**src/rtl/ucie_ctl_fsm_adapter_rdi_if.sv**
```systemverilog
// RDI signal bundle between the adapter-side (LP) controller and the PHY (PL).
// master = adapter/LP side, slave = PHY/PL side.
interface ucie_ctl_fsm_adapter_rdi_if #(
  parameter int NBYTES = 32
);
  logic [3:0]          lp_state_req;
  logic                lp_linkerror;
  logic                lp_irdy;
  logic                lp_valid;
  logic [NBYTES*8-1:0] lp_data;
  logic [3:0]          pl_state_sts;
  logic                pl_inband_pres;
  logic                pl_trdy;

  modport master (
    output lp_state_req, lp_linkerror, lp_irdy, lp_valid, lp_data,
    input  pl_state_sts, pl_inband_pres, pl_trdy
  );

  modport slave (
    input  lp_state_req, lp_linkerror, lp_irdy, lp_valid, lp_data,
    output pl_state_sts, pl_inband_pres, pl_trdy
  );
endinterface

```
**src/rtl/ucie_ctl_fsm_adapter_rdi.sv**
```systemverilog
// Adapter-side RDI controller: sequences lp_state_req against pl_state_sts with a
// per-request timeout, and owns the LP->PL transmit beat through a one-entry hold register.
module ucie_ctl_fsm_adapter_rdi #(
  parameter int NBYTES     = 32,
  parameter int NOP_CYCLES = 2,
  parameter int TIMEOUT    = 1023
) (
  input  logic                i_clk,
  input  logic                i_rst,
  input  logic                i_link_enable,
  input  logic                i_req_retrain,
  input  logic                i_req_linkreset,
  input  logic                i_adapter_linkerror,
  input  logic                i_tx_valid,
  input  logic [NBYTES*8-1:0] i_tx_data,
  output logic                o_tx_ready,
  output logic                o_tx_drop,
  output logic                o_link_up,
  output logic                o_timeout,
  ucie_ctl_fsm_adapter_rdi_if.master rdi
);
  localparam logic [3:0] STS_RESET     = 4'b0000;
  localparam logic [3:0] STS_ACTIVE    = 4'b0001;
  localparam logic [3:0] STS_RETRAIN   = 4'b1011;
  localparam logic [3:0] STS_LINKRESET = 4'b1001;
  localparam logic [3:0] STS_LINKERROR = 4'b1010;
  localparam logic [3:0] STS_DISABLED  = 4'b1100;

  localparam int NW = $clog2(NOP_CYCLES + 1);
  localparam int TW = $clog2(TIMEOUT);
  localparam logic [NW-1:0] NOP_LOAD = NW'(NOP_CYCLES - 1);
  localparam logic [TW-1:0] TO_LAST  = TW'(TIMEOUT - 1);

  typedef enum logic [2:0] {
    S_RESET, S_NOP, S_REQ_ACTIVE, S_ACTIVE,
    S_REQ_RETRAIN, S_REQ_LINKRESET, S_LINKERROR, S_DISABLED
  } state_e;

  state_e              state_q, state_d;
  logic [NW-1:0]       nop_cnt_q, nop_cnt_d;
  logic [TW-1:0]       to_cnt_q, to_cnt_d;
  logic                err_flag_q, err_flag_d;
  logic                err_seen_q, err_seen_d;
  logic                timeout_q, timeout_d;
  logic [3:0]          state_req_q;
  logic                link_up_q;
  logic                lp_valid_q, lp_valid_d;
  logic [NBYTES*8-1:0] lp_data_q, lp_data_d;
  logic                tx_drop_q, tx_drop_d;
  logic [3:0]          sts;
  logic                in_req, tx_accept, leaving_active;

  function automatic logic [3:0] req_enc(state_e s);
    case (s)
      S_REQ_ACTIVE, S_ACTIVE: return STS_ACTIVE;
      S_REQ_RETRAIN:          return STS_RETRAIN;
      S_REQ_LINKRESET:        return STS_LINKRESET;
      default:                return STS_RESET;
    endcase
  endfunction

  assign sts    = rdi.pl_state_sts;
  assign in_req = (state_q == S_REQ_ACTIVE) || (state_q == S_REQ_RETRAIN) ||
                  (state_q == S_REQ_LINKRESET);

  always_comb begin
    state_d    = state_q;
    err_flag_d = err_flag_q;
    err_seen_d = 1'b0;
    timeout_d  = 1'b0;
    case (state_q)
      S_RESET:
        if (i_link_enable && (sts == STS_RESET) && rdi.pl_inband_pres) state_d = S_NOP;
      S_NOP:
        if (nop_cnt_q == '0) state_d = S_REQ_ACTIVE;
      S_REQ_ACTIVE:
        if (sts == STS_ACTIVE) state_d = S_ACTIVE;
        else if (to_cnt_q == TO_LAST) timeout_d = 1'b1;
      S_ACTIVE:
        if (i_adapter_linkerror) begin
          state_d    = S_LINKERROR;
          err_flag_d = 1'b1;
        end else if (i_req_linkreset) begin
          state_d = S_REQ_LINKRESET;
        end else if (i_req_retrain) begin
          state_d = S_REQ_RETRAIN;
        end else if ((sts == STS_RETRAIN) || (sts == STS_LINKRESET)) begin
          state_d = S_NOP;
        end
      S_REQ_RETRAIN:
        if (sts == STS_RETRAIN) state_d = S_NOP;
        else if (to_cnt_q == TO_LAST) timeout_d = 1'b1;
      S_REQ_LINKRESET:
        if (sts == STS_LINKRESET) state_d = S_NOP;
        else if (to_cnt_q == TO_LAST) timeout_d = 1'b1;
      S_LINKERROR: begin
        // The flag only drops after the PHY has acknowledged with LinkError status.
        err_seen_d = err_seen_q || (sts == STS_LINKERROR);
        if (i_adapter_linkerror) err_flag_d = 1'b1;
        else if (err_seen_d)     err_flag_d = 1'b0;
        if (!err_flag_d) state_d = S_NOP;
      end
      default: state_d = state_q;
    endcase

    if (timeout_d) begin
      state_d    = S_LINKERROR;
      err_flag_d = 1'b1;
    end

    if ((state_q != S_RESET) && (state_q != S_DISABLED)) begin
      if (sts == STS_DISABLED) begin
        state_d    = S_DISABLED;
        err_flag_d = 1'b0;
        timeout_d  = 1'b0;
      end else if (sts == STS_LINKERROR) begin
        state_d = S_LINKERROR;
      end
    end

    if (state_d != S_LINKERROR) err_seen_d = 1'b0;

    if ((state_d == S_NOP) && (state_q != S_NOP)) nop_cnt_d = NOP_LOAD;
    else if (state_q == S_NOP)                    nop_cnt_d = nop_cnt_q - 1'b1;
    else                                          nop_cnt_d = nop_cnt_q;

    to_cnt_d = (in_req && (state_d == state_q)) ? to_cnt_q + 1'b1 : '0;
  end

  assign o_tx_ready     = (state_q == S_ACTIVE) && (sts == STS_ACTIVE) &&
                          (!lp_valid_q || rdi.pl_trdy);
  assign tx_accept      = i_tx_valid && o_tx_ready;
  assign leaving_active = (state_q == S_ACTIVE) && (state_d != S_ACTIVE);

  always_comb begin
    lp_valid_d = lp_valid_q;
    lp_data_d  = lp_data_q;
    tx_drop_d  = 1'b0;
    if (tx_accept) begin
      lp_valid_d = 1'b1;
      lp_data_d  = i_tx_data;
    end else if (rdi.pl_trdy) begin
      lp_valid_d = 1'b0;
    end
    // A beat the PHY has not taken by the time we leave Active is discarded.
    if (leaving_active) begin
      tx_drop_d  = (lp_valid_q && !rdi.pl_trdy) || tx_accept;
      lp_valid_d = 1'b0;
    end
  end

  always_ff @(posedge i_clk or posedge i_rst) begin
    if (i_rst) begin
      state_q     <= S_RESET;
      nop_cnt_q   <= '0;
      to_cnt_q    <= '0;
      err_flag_q  <= 1'b0;
      err_seen_q  <= 1'b0;
      timeout_q   <= 1'b0;
      state_req_q <= STS_RESET;
      link_up_q   <= 1'b0;
      lp_valid_q  <= 1'b0;
      lp_data_q   <= '0;
      tx_drop_q   <= 1'b0;
    end else begin
      state_q     <= state_d;
      nop_cnt_q   <= nop_cnt_d;
      to_cnt_q    <= to_cnt_d;
      err_flag_q  <= err_flag_d;
      err_seen_q  <= err_seen_d;
      timeout_q   <= timeout_d;
      state_req_q <= req_enc(state_d);
      link_up_q   <= (state_d == S_ACTIVE) && (sts == STS_ACTIVE);
      lp_valid_q  <= lp_valid_d;
      lp_data_q   <= lp_data_d;
      tx_drop_q   <= tx_drop_d;
    end
  end

  assign rdi.lp_state_req = state_req_q;
  assign rdi.lp_linkerror = err_flag_q;
  assign rdi.lp_valid     = lp_valid_q;
  assign rdi.lp_data      = lp_data_q;
  assign rdi.lp_irdy      = lp_valid_q || (i_tx_valid && (state_q == S_ACTIVE));
  assign o_link_up        = link_up_q;
  assign o_timeout        = timeout_q;
  assign o_tx_drop        = tx_drop_q;
endmodule

```
**src/flat_wrapper.sv**
```systemverilog
// flat-port wrapper written by rule: the top's interface ports become plain ports
module ucie_ctl_fsm_adapter_rdi_flat 
#(
  parameter int NBYTES     = 32,
  parameter int NOP_CYCLES = 2,
  parameter int TIMEOUT    = 1023
)
  (i_clk, i_rst, i_link_enable, i_req_retrain, i_req_linkreset, i_adapter_linkerror, i_tx_valid, i_tx_data, o_tx_ready, o_tx_drop, o_link_up, o_timeout, rdi_lp_state_req, rdi_lp_linkerror, rdi_lp_irdy, rdi_lp_valid, rdi_lp_data, rdi_pl_state_sts, rdi_pl_inband_pres, rdi_pl_trdy);
  ucie_ctl_fsm_adapter_rdi_if #(.NBYTES(NBYTES)) rdi_i ();
  input  logic i_clk;
  input  logic i_rst;
  input  logic i_link_enable;
  input  logic i_req_retrain;
  input  logic i_req_linkreset;
  input  logic i_adapter_linkerror;
  input  logic i_tx_valid;
  input  logic [NBYTES*8-1:0] i_tx_data;
  output logic o_tx_ready;
  output logic o_tx_drop;
  output logic o_link_up;
  output logic o_timeout;
  output wire logic [$bits(rdi_i.lp_state_req)-1:0] rdi_lp_state_req;
  output wire logic [$bits(rdi_i.lp_linkerror)-1:0] rdi_lp_linkerror;
  output wire logic [$bits(rdi_i.lp_irdy)-1:0] rdi_lp_irdy;
  output wire logic [$bits(rdi_i.lp_valid)-1:0] rdi_lp_valid;
  output wire logic [$bits(rdi_i.lp_data)-1:0] rdi_lp_data;
  input wire logic [$bits(rdi_i.pl_state_sts)-1:0] rdi_pl_state_sts;
  input wire logic [$bits(rdi_i.pl_inband_pres)-1:0] rdi_pl_inband_pres;
  input wire logic [$bits(rdi_i.pl_trdy)-1:0] rdi_pl_trdy;
  assign rdi_lp_state_req = rdi_i.lp_state_req;
  assign rdi_lp_linkerror = rdi_i.lp_linkerror;
  assign rdi_lp_irdy = rdi_i.lp_irdy;
  assign rdi_lp_valid = rdi_i.lp_valid;
  assign rdi_lp_data = rdi_i.lp_data;
  assign rdi_i.pl_state_sts = rdi_pl_state_sts;
  assign rdi_i.pl_inband_pres = rdi_pl_inband_pres;
  assign rdi_i.pl_trdy = rdi_pl_trdy;
  ucie_ctl_fsm_adapter_rdi #(.NBYTES(NBYTES), .NOP_CYCLES(NOP_CYCLES), .TIMEOUT(TIMEOUT)) u_core (.i_clk(i_clk), .i_rst(i_rst), .i_link_enable(i_link_enable), .i_req_retrain(i_req_retrain), .i_req_linkreset(i_req_linkreset), .i_adapter_linkerror(i_adapter_linkerror), .i_tx_valid(i_tx_valid), .i_tx_data(i_tx_data), .o_tx_ready(o_tx_ready), .o_tx_drop(o_tx_drop), .o_link_up(o_link_up), .o_timeout(o_timeout), .rdi(rdi_i));
endmodule
```
**config.mk**
```make
export PLATFORM = sky130hd
export DESIGN_NAME = ucie_ctl_fsm_adapter_rdi_flat
export DESIGN_NICKNAME = d
export VERILOG_FILES = /design/src/rtl/ucie_ctl_fsm_adapter_rdi_if.sv /design/src/rtl/ucie_ctl_fsm_adapter_rdi.sv /design/src/flat_wrapper.sv
export SDC_FILE = /design/constraint.sdc
export NUM_CORES = 1
export LEC_CHECK = 0
export CELL_PAD_IN_SITES_DETAIL_PLACEMENT = 1
export CELL_PAD_IN_SITES_GLOBAL_PLACEMENT = 1
export CORE_AREA = 4 4 204 206
export DETAILED_ROUTE_END_ITERATION = 16
export DIE_AREA = 0 0 208 210
export GPL_ROUTABILITY_DRIVEN = 0
export PLACE_DENSITY = 0.7
export SYNTH_ARGS = -nofsm -noshare
export SYNTH_HDL_FRONTEND = slang
export SYNTH_SLANG_ARGS = --single-unit
```
**constraint.sdc**
```tcl
create_clock -name i_clk -period 12.1 [get_ports i_clk]
set_input_delay 1.21 -clock i_clk [delete_from_list [all_inputs] [get_ports i_clk]]
set_output_delay 1.21 -clock i_clk [all_outputs]
set_load 0.05 [all_outputs]
```
# Word-level counts from Yosys, hierarchy flattened
# Cells that the tools add are included.
[classes]
reduce_logical = 28
mux = 40
n_addsub = 2
eq_ne = 22
[op_table]
columns = ["op", "n"]
rows = [
  ["two-way mux 3 bit", 14],
  ["one-hot mux 3 bit (7 select lines)", 1],
  ["two-way mux 1 bit", 19],
  ["equality test 4 bit, second input constant", 4],
  ["equality test 3 bit, second input constant", 5],
  ["equality test 3 x 2 -> 1 bit, second input constant", 4],
  ["logical AND 1 bit", 12],
  ["one-hot mux 4 bit (3 select lines)", 1],
  ["adder 10 x 1 -> 10 bit, second input constant", 1],
  ["equality test 10 bit, second input constant", 1],
  ["two-way mux 10 bit", 1],
  ["logical OR 1 bit", 7],
  ["equality test 3 x 1 -> 1 bit, second input constant", 2],
  ["!= test 3 bit, second input constant", 2],
  ["nonzero test 3 bit", 2],
  ["equality test 4 x 1 -> 1 bit, second input constant", 1],
  ["zero test 4 bit", 1],
  ["two-way mux 2 bit", 2],
  ["equality test 3 bit", 1],
  ["zero test 3 bit", 1],
  ["!= test 3 x 1 -> 1 bit, second input constant", 1],
  ["!= test 3 x 2 -> 1 bit, second input constant", 1],
  ["one-hot mux 1 bit (3 select lines)", 1],
  ["zero test 1 bit", 2],
  ["5 further kinds", 5],
]
[totals]
regBits = 281
output_inout_bits = 267
elab_cells = 103
inputBits = 269

# Depth between registers and ports, before layout
# Gate-level depths: netlist (run 1).
[depth]
depth_word = 14
depth_mapped = 9
ltp_nobuf = 9

# Worst setup path after synthesis (run 1)
# Ideal clock, no wire load.
[synth_path]
path_kind = "input to output"
startpoint = "in rdi_pl_state_sts[1]"
endpoint = "out o_tx_ready"
arrival_ps = 3431
n_path_buf = 1
slack_ps = 7459
path_stages = 3
required_time_ps = 10890
path_cell_list = "buf_6 -> or4b_4 -> nor4_1"
[synth_via]
elab_chain_cells = 3
[synth_lines]
columns = ["item", "line", "text"]
rows = [
  ["start: declaration", "flat_wrapper.sv:27", "input wire logic [$bits(rdi_i.pl_state_sts)-1:0] rdi_pl_state_sts;"],
  ["equality test 4 x 1 -> 1 bit", "ucie_ctl_fsm_adapter_rdi.sv:130", "assign o_tx_ready = (state_q == S_ACTIVE) && (sts == STS_ACTIVE) &&"],
  ["logical AND 1 bit (2 in series)", "ucie_ctl_fsm_adapter_rdi.sv:130", ""],
  ["end: declaration", "flat_wrapper.sv:18", "output logic o_tx_ready;"],
]
# No other way between the ends.

# Worst setup path after layout (run 1)
[layout_path]
startpoint = "in rdi_pl_state_sts[1]"
endpoint = "reg u_core.lp_data_q[124], in the netlist u_core.rdi.lp_data[124]"
[layout_via]
elab_chain_cells = 4
[layout_lines]
columns = ["item", "line", "text"]
rows = [
  ["equality test 4 x 1 -> 1 bit", "ucie_ctl_fsm_adapter_rdi.sv:130", ""],
  ["logical AND 1 bit (2 in series)", "ucie_ctl_fsm_adapter_rdi.sv:130", ""],
  ["logical AND 1 bit", "ucie_ctl_fsm_adapter_rdi.sv:132", "assign tx_accept = i_tx_valid && o_tx_ready;"],
  ["end signal: assignment", "ucie_ctl_fsm_adapter_rdi.sv:175", "lp_data_q <= lp_data_d;"],
  ["end: declaration", "ucie_ctl_fsm_adapter_rdi.sv:48", "logic [NBYTES*8-1:0] lp_data_q, lp_data_d;"],
]
# No other way between the ends.
# A chain may end at the register's enable or synchronous reset.

==> results.toml, run 1 <==
[critical_path]
endpoint_kind = "flop"
cpPeakStageDelay_ps = 920
timing.rr.start = "u_core.state_q[0]$_DFF_PP0_"
crit_arrival_ps = 5410
rr_endpoint = "u_core.rdi.lp_data[124]$_DFFE_PP0P_"
crit_chain = "clkdlybuf4s50_1, or4b_4, nor2_1, and3_4, buf_4, buf_4, mux2_2"
critPathSlowestCell = "buf_4"
critPathKind = "primary input to flop"
cp_top_family = "buffers and inverters"
r2r_cells = 6
rrSetupSlack_ps = 8050
required_ps = 12500
path_depth = 7
critPathMostFrequentCell = "buf_4"
worst_setup_path_start_kind = "primary input"
crit_fanout = 78
critical_path_buf_inv_count = 3

[pwr]
power_density_mw_per_mm2 = 225
p_int_w = 0.00241
seqPwrFrac_pct = 31.9
ir_drop_mv = 0.107
cellLeakagePower_nw = 8.09
power.switching_w = 0.00164
p_comb_share_pct = 42.9
swShare_pct = 40.5
p_clk_share_pct = 25.2
p_total_w = 0.00405

[synthesis]
yosysTopAreaCell = "dfrtp_1"
synth_top_area_share_pct = 62.6
synthCells = 720
yosysMostFrequentCell = "dfrtp_1"
ys_async_sr_fraction_pct = 100
synthFlopType = "dfrtp_1"
synth_edf_count = 0
synth_nets = 992
synth_cell_type_count = 58
synthTopCellsByArea = "dfrtp_1, mux2_2, buf_6, mux2_1, xor2_1"
synth_seq_cells = 280
synth_common_cells = "dfrtp_1, mux2_2, buf_6"
ys_warn_count = 0
netlist_area_sq_mm = 0.0112
synth.avg_cell_area_sq_um = 15.5
ys_seq_area_share_pct = 62.6

[sta]
period_share_pct = 41.4
tns_ps = 0
finClkSkew_ps = 18.1
setup_viol = 0
fmax_mhz = 199
rsz0062_at_grt = "no"
period_minus_slack_ps = 5010
slew_violations = 0
worstMarginPinSlew_ps = 1040
slew_headroom_pct = 30.8
hold_violations = 0

[hold_path]
holdPathEnd = "u_core.rdi.lp_data[242]$_DFFE_PP0P_"
hold_path_class = "flop to flop"
hp-start = "u_core.rdi.lp_data[242]$_DFFE_PP0P_"
holdPathStages = 1

[route]
vias = 8052
drc_errors = 0
highest_layer = "met5"
drt_iter0_markers = 294
m1WireLength_mm = 14.6
avgViaCountPerCell = 4.46
drt-total-wl_mm = 38.8
first_pass_iters = 4
wl_met2_mm = 20.4
antenna_left = 0
wl_met3_mm = 2.99
wl_per_cell_um = 21.5

[global_routing]
grt_usage_pct = 17.1
grt_pass1_vias = 8778
grt-ovfl-total = 0
grt_antenna_before_repair = 3
grt_pass1_wl_mm = 57.6
grt_start_max_net_pins = 152

[layout]
finalNetCount = 1529
final_layout_size_suffix_gt1_share_pct = 23.9
fillers = 4087
synthToLayoutAreaGrowth_pct = 60.8

[floorplanning]
boundaryPins = 536
fp.dieW_um = 208
core_sq_mm = 0.0396
start_util_pct = 28.2
dieArea_sq_mm = 0.0437
placementRows = 73
die_y_um = 210

[cts]
clk_latency_ps = 520
tritoncts = "done"
cts_buffers = 35
clkTransAtPathRegs_ps = 60
clock_path_buffers = 3
cts_root_buffer = "clkbuf_16"
cts_resized = 0
cts_htree_levels = 2
cts_hold_buf = 0
cts_num_sinks = 280
cts_setup_buffers = 0

[place]
dp_hpwl_mm = 29.1
port_buffers = 534

[outcome]
status = "finished clean"

[flow_run]
maxCapViolCount = 0
[cell families (layout without fill, tap and decap cells)]
family / Yosys count / in the layout / synth area share (%)
flip-flops: 280 / 280 / 62.6
adder cells (fa/ha/maj): 3 / 3 / 0.335
AO/OA/AOI/OAI: 35 / 35 / 2.25
XOR/XNOR: 12 / 12 / 0.939
buffers and inverters: 47 / 606 / 3.68
multiplexers: 256 / 256 / 25.8
other: 1 / 3 / 0.0335
AND/OR/NAND/NOR: 86 / 86 / 4.42
[worst register-to-register path, delay by kind of cell (launching register included)]
family	cells	cell delay (ps)
buffers and inverters	2	1750
AND/OR/NAND/NOR	3	1190
flip-flops	1	550
multiplexers	1	450
[worst max path at each step]
stage	end	slack, ps	startpoint
after floorplan	u_core.err_seen_q$_DFF_PP0_	3170	i_rst
after global placement	u_core.rdi.lp_data[28]$_DFFE_PP0P_	6560	rdi_pl_state_sts[1]
after detailed placement	u_core.rdi.lp_data[209]$_DFFE_PP0P_	6520	rdi_pl_state_sts[1]
after CTS	u_core.rdi.lp_data[175]$_DFFE_PP0P_	7070	rdi_pl_state_sts[1]
after global routing	u_core.rdi.lp_data[159]$_DFFE_PP0P_	6870	rdi_pl_state_sts[1]
final	u_core.rdi.lp_data[124]$_DFFE_PP0P_	7090	rdi_pl_state_sts[1]
[cell type report]
class | instances | area [sq um] | share of cell area [%]
Sequential cell | 280 | 7010 | 38.9
Timing Repair Buffer | 538 | 5390 | 29.9
Multi-Input combinational cell | 393 | 3780 | 21.0
Clock buffer | 47 | 1000 | 5.56
Tap cell | 525 | 657 | 3.65
Clock inverter | 12 | 120 | 0.667
Inverter | 9 | 41.3 | 0.229
Antenna cell | 2 | 5.00 | 0.0278
[power by group through the flow]
| stage | Sequential (W) | Combinational (W) | Clock (W) |
|---|---|---|---|
| 2_1_floorplan | 0.00203 | 0.000355 | 0 |
| 3_3_place_gp | 0.00129 | 0.00174 | 0 |
| 3_5_place_dp | 0.00131 | 0.00175 | 0 |
| 4_1_cts | 0.00129 | 0.00176 | 0.00106 |
| 5_1_grt | 0.00132 | 0.00181 | 0.00110 |
| 6_report | 0.00129 | 0.00174 | 0.00102 |
[state kept, by name (all words and copies together) (netlist names)]
name                     cells
u_core.o_timeout             1
u_core.rdi.lp_linkerror      1
u_core.o_tx_drop             1
u_core.rdi.lp_state_req      3
u_core.o_link_up             1
u_core.nop_cnt_q             2
u_core.rdi.lp_data         256
u_core.state_q               3
u_core.to_cnt_q             10
u_core.err_seen_q            1
u_core.rdi.lp_valid          1
[layout by cell type (no fill, tap or decap), drive strengths merged, types with 2 or more instances in the layout]
cell type,instances
a31oi,3
dfrtp,280
nor2,13
xor2,8
nor4,4
clkinv,8
nand3,5
a21oi,3
nor3b,4
mux2,256
nand3b,2
inv,10
and2,4
clkbuf,47
clkdlybuf4s50,534
nand4,10
nand2b,3
o21ai,13
diode,2
nor2b,3
or3,2
nor3,7
nand2,18
bufinv,2
ha,3
o22ai,3
buf,4
and3,4
xnor2,4
[stage by stage]
| stage | setup slack, ps | std cells | instance area [sq um] | utilization (%) | hold WS (ps) |
|---|---|---|---|---|---|
| detailed placement | 6520 | 1745 | 16900 | 42.6 | 476 |
| finish | 7090 | 1806 | 18000 | 45.4 | 483 |
| global placement | 6560 | 1745 | 16900 | 42.6 | 468 |
| CTS | 7070 | 1804 | 18000 | 45.4 | 488 |
| floorplan | 3170 | 720 | 11200 | - | 511 |
| global route | 6870 | 1805 | 18000 | 45.4 | 500 |
[routing by layer]
| metal | vias to the layer above | GRT usage, % |
|---|---|---|
| li1 | 3631 | - |
| met1 | 4061 | 19.1 |
| met2 | 308 | 31.0 |
| met3 | 48 | 6.22 |
| met4 | 4 | 4.33 |
| met5 | - | 0 |
(Power assumes the default switching activity.)
==> run 2: changes to the inputs <==
--- a/config.mk
+++ b/config.mk
@@ -7,11 +7,11 @@
 export LEC_CHECK = 0
 export CELL_PAD_IN_SITES_DETAIL_PLACEMENT = 1
 export CELL_PAD_IN_SITES_GLOBAL_PLACEMENT = 1
-export CORE_AREA = 4 4 204 206
+export CORE_AREA = 4 4 208 210
 export DETAILED_ROUTE_END_ITERATION = 16
-export DIE_AREA = 0 0 208 210
+export DIE_AREA = 0 0 212 214
 export GPL_ROUTABILITY_DRIVEN = 0
-export PLACE_DENSITY = 0.7
+export PLACE_DENSITY = 0.71
 export SYNTH_ARGS = -nofsm -noshare
 export SYNTH_HDL_FRONTEND = slang
 export SYNTH_SLANG_ARGS = --single-unit
==> constraint.sdc (replaced) <==
create_clock -name i_clk -period 4.4 [get_ports i_clk]
set_input_delay 0.44 -clock i_clk [delete_from_list [all_inputs] [get_ports i_clk]]
set_output_delay 0.44 -clock i_clk [all_outputs]
set_load 0.05 [all_outputs]
==> results.toml, run 2 (same netlist as run 1, synthesis figures left out) <==
[outcome]
status = "finished clean"

[cts]
cts_root_buffer = "clkbuf_16"
cts_num_sinks = 280
cts_buffers = 35
cts_htree_levels = 2
tritoncts = "done"
cts_resized = 0
clk_latency_ps = 520
clkTransAtPathRegs_ps = 50
cts_setup_buffers = 0
cts_hold_buf = 0
clock_path_buffers = 3

[route]
antenna_left = 0
wl_per_cell_um = 21.0
drc_errors = 0
avgViaCountPerCell = 4.44
drt_iter0_markers = 268
first_pass_iters = 4
drt-total-wl_mm = 38.3
vias = 8095

[critical_path]
startpoint = "rdi_pl_state_sts[1]"
critPathKind = "primary input to output port"
endpoint_kind = "output port"
worst_setup_path_start_kind = "primary input"
crit_fanout = 10
timing.rr.start = "u_core.state_q[0]$_DFF_PP0_"
required_ps = 3960
crit_arrival_ps = 2820

[sta]
worstMarginPinSlew_ps = 782
slew_headroom_pct = 47.9
hold_violations = 0
finClkSkew_ps = 11.7
rsz0062_at_grt = "no"
fmax_mhz = 306
setup_viol = 0
tns_ps = 0
period_minus_slack_ps = 3260
period_share_pct = 74.2
slew_violations = 0

[layout]
final_layout_size_suffix_gt1_share_pct = 24.0
antenna_cells = 0
fillers = 4311
largest_reg_flops = 256
layout_common_cells = "clkdlybuf4s50_1, dfrtp_1, mux2_2, clkbuf_16, mux2_1"
layout_commonest_cell = "clkdlybuf4s50_1"
finalNetCount = 1536
synthToLayoutAreaGrowth_pct = 62.3

[pwr]
power_density_mw_per_mm2 = 617
cellLeakagePower_nw = 8.15
ir_drop_mv = 0.324
p_total_w = 0.0112

[place]
port_buffers = 534
dp_hpwl_mm = 29.3

[floorplanning]
dieArea_sq_mm = 0.0454
boundaryPins = 536
die_y_um = 214
placementRows = 75
fp.dieW_um = 212
core_sq_mm = 0.0416
start_util_pct = 26.9

[global_routing]
grt_pass1_wl_mm = 57.0
grt_pass1_vias = 8962
grt_antenna_before_repair = 5
grt_usage_pct = 16.3
grt_start_max_net_pins = 119
grt-ovfl-total = 0

[hold_path]
hold_path_class = "primary input to async pin"

[flow_run]
maxCapViolCount = 0
-- run 2: changes by cell type in the layout (fill, tap and decap cells not counted), moves of 2 or more --
cell	delta
clkinv_2	-4
buf_12	+7
clkbuf_8	-2
diode_2	-2
clkbuf_1	+4
clkbuf_16	+2
-- run 2: critical path, cell delays in order --
cell and delay [ps]:
clkdlybuf4s50_1 580, or4b_4 630, nor4_1 300, clkdlybuf4s50_1 870
-- run 2: stage by stage --
step | area (sq um) | instances | hold WS, ps | setup WS (ps) | util [%]
2_1_floorplan | 11200 | 720 | 511 | 253 | -
4_1_cts | 18200 | 1825 | 248 | 1130 | 43.7
3_3_place_gp | 17000 | 1766 | 466 | 1110 | 41.0
3_5_place_dp | 17000 | 1766 | 476 | 1090 | 41.0
5_1_grt | 18200 | 1825 | 285 | 1060 | 43.7
6_report | 18200 | 1825 | 280 | 1140 | 43.7
-- run 2: power by group --
group	internal (W)	leakage, nW	switching (W)
Clock	0.00175	0.559	0.00110
Combinational	0.00173	3.76	0.00306
Sequential	0.00319	3.83	0.000360
-- run 2: metal layers --
metal	GRT usage (%)	vias up	share of wire [%]
met1	18.2	4055	38
met2	28.5	321	50
met3	6.34	60	9.4
met4	5.14	8	2.3
li1	-	3651	-
met5	0	-	0.16
-- run 2: area by class of cell --
class | count | area (sq um) | share of cell area, %
clock buffers | 51 | 1040 | 5.72
repair buffers | 545 | 5530 | 30.4
clock inverters | 8 | 103 | 0.565
inverters | 9 | 37.5 | 0.207
well taps | 539 | 674 | 3.71
multi-input cells | 393 | 3780 | 20.8
flip-flops and latches | 280 | 7010 | 38.6
-- run 2: worst paths after layout --
check                                                 endpoint  slack (ps)  cells past startpoint
max reg2reg                u_core.rdi.lp_data[191]$_DFFE_PP0P_        1680                      5
min                        u_core.rdi.lp_data[243]$_DFFE_PP0P_         280                      2
max                                                 o_tx_ready        1140                      4
max in group asynchronous         u_core.to_cnt_q[7]$_DFF_PP0_        3130                      3
min reg2reg                u_core.rdi.lp_data[250]$_DFFE_PP0P_         480                      1
min in group i_clk         u_core.rdi.lp_data[250]$_DFFE_PP0P_         480                      1
